### src/rtl/rc4_mem_sequencer.sv
// Sequences the init, shuffle and decrypt engines of an RC4 cracker over one shared S-memory.
// Define RC4_KEY_SEARCH_EN to retry failed decrypts with successive keys up to KEY_LAST.
module rc4_mem_sequencer #(
    parameter logic [23:0] KEY_LAST = 24'h3FFFFF
) (
    input  logic        clk,
    input  logic        reset,
    input  logic        start,
    input  logic [23:0] key_in,
    output logic [2:0]  eng_start,
    input  logic [2:0]  eng_finish,
    input  logic        dec_fail,
    input  logic [23:0] eng_addr,
    input  logic [23:0] eng_data,
    input  logic [2:0]  eng_wen,
    output logic [7:0]  s_addr,
    output logic [7:0]  s_data,
    output logic        s_wen,
    output logic [23:0] secret_key,
    output logic        busy,
    output logic        done,
    output logic        fail
);

    typedef enum logic [3:0] {
        IDLE,
        INIT_GO,
        INIT_WAIT,
        SHUF_GO,
        SHUF_WAIT,
        DEC_GO,
        DEC_WAIT,
`ifdef RC4_KEY_SEARCH_EN
        NEXT_KEY,
`endif
        DONE,
        FAIL
    } state_t;

    state_t     state;
    logic [2:0] fin_q;
    logic [2:0] fin_rise;

    // Engines may hold finish high; only a fresh 0->1 transition counts as completion.
    assign fin_rise = eng_finish & ~fin_q;

    always_ff @(posedge clk) begin
        if (reset) begin
            state      <= IDLE;
            eng_start  <= '0;
            secret_key <= '0;
            busy       <= 1'b0;
            done       <= 1'b0;
            fail       <= 1'b0;
            fin_q      <= '0;
        end else begin
            fin_q     <= eng_finish;
            eng_start <= '0;
            case (state)
                IDLE, DONE, FAIL: begin
                    if (start) begin
                        state      <= INIT_GO;
                        secret_key <= key_in;
                        eng_start  <= 3'b001;
                        busy       <= 1'b1;
                        done       <= 1'b0;
                        fail       <= 1'b0;
                    end
                end
                INIT_GO: state <= INIT_WAIT;
                INIT_WAIT: begin
                    if (fin_rise[0]) begin
                        state     <= SHUF_GO;
                        eng_start <= 3'b010;
                    end
                end
                SHUF_GO: state <= SHUF_WAIT;
                SHUF_WAIT: begin
                    if (fin_rise[1]) begin
                        state     <= DEC_GO;
                        eng_start <= 3'b100;
                    end
                end
                DEC_GO: state <= DEC_WAIT;
                DEC_WAIT: begin
                    if (fin_rise[2]) begin
                        if (!dec_fail) begin
                            state <= DONE;
                            busy  <= 1'b0;
                            done  <= 1'b1;
                        end
`ifdef RC4_KEY_SEARCH_EN
                        else if (secret_key != KEY_LAST) begin
                            state <= NEXT_KEY;
                        end
`endif
                        else begin
                            state <= FAIL;
                            busy  <= 1'b0;
                            fail  <= 1'b1;
                        end
                    end
                end
`ifdef RC4_KEY_SEARCH_EN
                NEXT_KEY: begin
                    secret_key <= secret_key + 24'd1;
                    state      <= INIT_GO;
                    eng_start  <= 3'b001;
                end
`endif
                default: state <= IDLE;
            endcase
        end
    end

    always_comb begin
        s_addr = '0;
        s_data = '0;
        s_wen  = 1'b0;
        case (state)
            INIT_GO, INIT_WAIT: begin
                s_addr = eng_addr[7:0];
                s_data = eng_data[7:0];
                s_wen  = eng_wen[0];
            end
            SHUF_GO, SHUF_WAIT: begin
                s_addr = eng_addr[15:8];
                s_data = eng_data[15:8];
                s_wen  = eng_wen[1];
            end
            DEC_GO, DEC_WAIT: begin
                s_addr = eng_addr[23:16];
                s_data = eng_data[23:16];
                s_wen  = eng_wen[2];
            end
            default: ;
        endcase
    end

endmodule

### config.mk
export PLATFORM = sky130hd
export DESIGN_NAME = rc4_mem_sequencer
export DESIGN_NICKNAME = d
export VERILOG_FILES = /design/src/rtl/rc4_mem_sequencer.sv
export SDC_FILE = /design/constraint.sdc
export NUM_CORES = 1
export LEC_CHECK = 0
export ABC_CLOCK_PERIOD_IN_PS = 2200
export CAP_MARGIN = 10
export CORE_UTILIZATION = 35
export CTS_CLUSTER_DIAMETER = 200
export DETAILED_ROUTE_END_ITERATION = 6
export GPL_TIMING_DRIVEN = 0
export PLACE_DENSITY_LB_ADDON = 0.12
export SLEW_MARGIN = 20
export SYNTH_ARGS = -nofsm -noshare
export SYNTH_HDL_FRONTEND = slang
export SYNTH_SLANG_ARGS = --single-unit
### constraint.sdc
create_clock -name clk -period 2.2 [get_ports clk]
set_input_delay 0.44 -clock clk [delete_from_list [all_inputs] [get_ports clk]]
set_output_delay 0.44 -clock clk [all_outputs]
set_load 0.01 [all_outputs]
* Yosys cells after proc, flatten, opt, wreduce, memory -nomap -nowiden
Cells that the tools add are included.
Storage, ports and cells: bits in registers 37, input port bits 82, output and inout bits 47, word-level logic and storage cells 57
Operators by class: equal/unequal tests 14, mux-type cells 23, bitwise logic cells 2, reduce and logical (&&, ||, !) cells 11
Operator list (number):
- $pmux 8 s3 | 2
- $pmux 4 s7 | 1
- $mux 4 | 5
- $eq 4x3->1 const B | 4
- $ne 2x2->1 const B | 6
- $reduce_and 4->1 | 3
- $pmux 3 s3 | 1
- $eq 4x2->1 const B | 2
- $mux 1 | 8
- $pmux 1 s2 | 3
- $reduce_or 2->1 | 3
- $eq 4x1->1 const B | 1
- $eq 4x4->1 const B | 1
- $logic_not 4->1 | 1
- $and 3x3->3 | 1
- $mux 3 | 1
- $not 3->3 | 1
- $pmux 1 s3 | 1
- $reduce_and 3->1 | 1
- $reduce_or 3->1 | 1
- $mux 2 | 1
- $reduce_and 2->1 | 1
- $reduce_bool 2->1 | 1

* Longest topological paths before layout
depth after elaboration 4, depth in mapped cells 7, mapped depth without buffers 4

* Least setup slack after synthesis
Ideal clock, no wire load.
path kind register to output, start point register state[2], end point output port s_addr[0], data arrival time 1.321 ns, data required time 1.760 ns, setup slack 0.439 ns, stages on the path, launching flop included 6, buffers on the path 2, cells stage by stage dfxtp_1 buf_2 nand3b_1 a21oi_2 buf_2 a21o_1
On the way: cells in the longest elaborated chain, start to end 3, elaborated cells on any way between the ends 10, those cells by class eq/ne: 6; mux: 1; reduce/logical: 3
Ends and longest elaborated chain:
- start, declared | RTL line 40 | state_t state;
- start signal, assigned | RTL line 49 | state <= IDLE;
- start signal, assigned | RTL line 62 | state <= INIT_GO;
- start signal, assigned | RTL line 70 | INIT_GO: state <= INIT_WAIT;
- $eq 4x3->1, or another cell as far along | RTL line 120 | case (state)
- $reduce_or 2->1 | RTL line 120
- $pmux 8 s3 * | RTL line 120
- end, declared | RTL line 16 | output logic [7:0] s_addr,
Every way passes the cells marked *; elsewhere a longest branch is shown, timed or not.

* Worst setup path in the final report
start point register state[2], end point output port s_addr[5]
The elaborated chain is that of the path after synthesis.

==> flow_metrics.env <==
export IMPL_layout_commonest_cell="clkdlybuf4s50_1"
export IMPL_setup_viol=0
export IMPL_drc_errors=0
export IMPL_viasPerCell=4.77
export IMPL_switchingPower_w=0.00102
export IMPL_vias=2053
export IMPL_yosysSeqAreaShare=0.411
export IMPL_initial_core_util=0.371
export IMPL_hold_viol_final=0
export IMPL_wl_per_cell_um=13.2
export IMPL_layout_common_cells="clkdlybuf4s50_1 (111), nand2_1 (58), dfxtp_1 (34)"
export IMPL_grtUsageTotal=0.208
export IMPL_die_h_um=73.7
export IMPL_synthCells=215
export IMPL_insertion_delay_ns=0.29
export IMPL_cts_buffer_depth=2
export IMPL_rows=25
export IMPL_grt_first_pass_wirelength_um=8690
export IMPL_p_seq_frac=0.292
export IMPL_maxCapViolations=0
export IMPL_drt_pre_antenna_iters=4
export IMPL_hold_path_class="reg -> reg"
export IMPL_path_buf_inv=4
export IMPL_multi_input_area_um2=990
export IMPL_synthArstFlopShare=0
export IMPL_status="finished, final reports clean"
export IMPL_pwr_share_comb=0.551
export IMPL_num_io_pins=129
export IMPL_die_x_um=73.7
export IMPL_grt_pass1_vias=1897
export IMPL_yosysTopAreaCell="dfxtp_1"
export IMPL_portBuffers=128
export IMPL_cts_root_buf="clkbuf_8"
export IMPL_max_stage_delay_ns=0.37
export IMPL_worst_slew_pin_slew_ns=0.466
export IMPL_fmax_mhz=469
export IMPL_drv_slew=0
export IMPL_ant_nets=0
export IMPL_htreeDepth=2
export IMPL_synth_avg_cell_area_um2=8.37
export IMPL_p_sw_frac=0.354
export IMPL_area_growth_pct=84.9
export IMPL_fin_skew_ns=0.00964
export IMPL_required_ns=1.76
export IMPL_endpoint_kind="primary output"
export IMPL_syn_cell_area_um2=1800
export IMPL_grt_ovfl_total=0
export IMPL_crit_slowest_cell="dfxtp_4"
export IMPL_pwr_share_clk=0.156
export IMPL_fin_util=0.686
export IMPL_dieArea_um2=5440
export IMPL_whs_ns=0.453
export IMPL_crit_type="reg -> out"
export IMPL_hold_buffers=0
export IMPL_internal_power_w=0.00187
export IMPL_yosysTopAreaCellShare=0.411
export IMPL_ys_warn_count=0
export IMPL_cts_tree="built"
export IMPL_cp_common_cell="buf_6"
export IMPL_crit_path_start_kind="register"
export IMPL_synth_area_top_cells="dfxtp_1 (41%), nand2_1 (12%), a22o_1 (8.3%), a21oi_1 (7.8%), a21o_1 (7.1%)"
export IMPL_antenna_cells=0
export IMPL_cts_sinks=37
export IMPL_worst_ep_arrival_time_ns=1.69
export IMPL_numCtsBuffers=5
export IMPL_cts_clk_slew_worst_paths_ns=0.07
export IMPL_fin_crit_sh=0.968
export IMPL_drt_wl_total_um=5660
export IMPL_irDropWorstVdd_uv=570
export IMPL_ys_flop_type="dfxtp_1"
export IMPL_antenna_found_initial=0
export IMPL_synth_seq_cells=37
export IMPL_fin_nets=444
export IMPL_drt_iter0_drc=82
export IMPL_ys_types=38
export IMPL_grt_max_degree=12
export IMPL_cellLeakagePower_nw=1.42
export IMPL_synth_edf_count=0
export IMPL_relSlewSlack=0.689
export IMPL_regArea_um2=747
export IMPL_fill_cells=427
export IMPL_core_area_um2=4850
export IMPL_critPathTopFamily="buffers and inverters"
export IMPL_layout_drive_gt1_share=0.160
export IMPL_power_density_nw_per_um2=870
export IMPL_crit_chain="buf_6, nand3b_1, a21oi_4, buf_6, buf_4, a21o_1, buf_2"
export IMPL_cp_max_fo=10
export IMPL_fin_crit_ns=2.13
export IMPL_routabilityCongestion=0.804
export IMPL_synthesis_nets=297
export IMPL_dp_hpwl_um=4200
[routing by layer]
layer	track usage	vias to the layer above	part of all wire
met5	0	-	0
met4	0.0620	0	0.014
met3	0.0700	10	0.097
met2	0.377	76	0.49
met1	0.227	920	0.40
li1	-	1047	-
[what timing repair did]
action / in CTS / in global routing
pin swaps: 4 / 1
resized for setup: 84 / 1
setup buffers: 11 / 1
endpoints found under the setup margin: 17 / 14
[cell families after synthesis]
family / Yosys count / synth area share
AND/OR/NAND/NOR: 85 / 0.225
AO/OA/AOI/OAI: 75 / 0.295
flip-flops: 37 / 0.411
buffers and inverters: 17 / 0.0639
XOR/XNOR: 1 / 0.00487
[stage by stage]
| step | total power, W | instances | setup TNS, ns | cell area (µm²) | worst slack [ns] |
|---|---|---|---|---|---|
| 6_report | 0.00290 | 430 | 0 | 3330 | 0.0700 |
| 5_1_grt | 0.00308 | 430 | -0.0218 | 3330 | -0.00954 |
| 4_1_cts | 0.00292 | 429 | -0.00602 | 3330 | -0.00602 |
| 3_5_place_dp | 0.00245 | 410 | -3.71 | 3170 | -0.350 |
| 3_3_place_gp | 0.00243 | 410 | -3.10 | 3170 | -0.314 |
| 2_1_floorplan | 0.00170 | 215 | 0 | 1800 | 0.439 |
[registers in the layout, summed over array words and instances, names as in the netlist]
| signal | flops |
|---|---|
| fin_q | 3 |
| busy | 1 |
| state | 4 |
| done | 1 |
| secret_key | 24 |
| fail | 1 |
| eng_start | 3 |
[Yosys cell counts, types with 4 or more instances]
cell type,n
dfxtp_1,37
buf_2,5
nand2_1,58
a21oi_1,28
nor2b_1,5
buf_6,5
nor2_1,5
a22o_1,17
clkbuf_1,4
a21o_1,17
[path summary, 6_finish.rpt]
kind / startpoint / to / slack (ns) / depth (start not counted)
worst min register to register: secret_key[14] / secret_key[14] / 0.45 / 2
worst max register to register: state[0] / secret_key[0] / 0.59 / 6
worst max-delay path: state[2] / s_addr[5] / 0.07 / 7
worst min-delay path: secret_key[14] / secret_key[14] / 0.45 / 2
[tightest hold or removal path, cell delays in order, from the launching register on]
cell and delay (ns):
dfxtp_1 0.31, nand2_1 0.05, a21oi_1 0.05
[power by group through the flow]
stage               logic [W]  registers, W  clock network, W
finish                0.00160      0.000847          0.000453
CTS                   0.00160      0.000847          0.000466
global route          0.00172      0.000860          0.000496
global placement      0.00159      0.000841                 0
floorplan            0.000817      0.000882                 0
detailed placement    0.00160      0.000846                 0
[layout make-up]
class / instances / share of cell area
well taps: 67 / 0.0252
repair buffers: 140 / 0.389
plain buffers: 16 / 0.0380
flip-flops and latches: 37 / 0.224
multi-input cells: 161 / 0.297
clock buffers: 7 / 0.0229
inverters: 1 / 0.00113
clock inverters: 1 / 0.00226
Note: power is estimated with default switching activity, not from simulation.
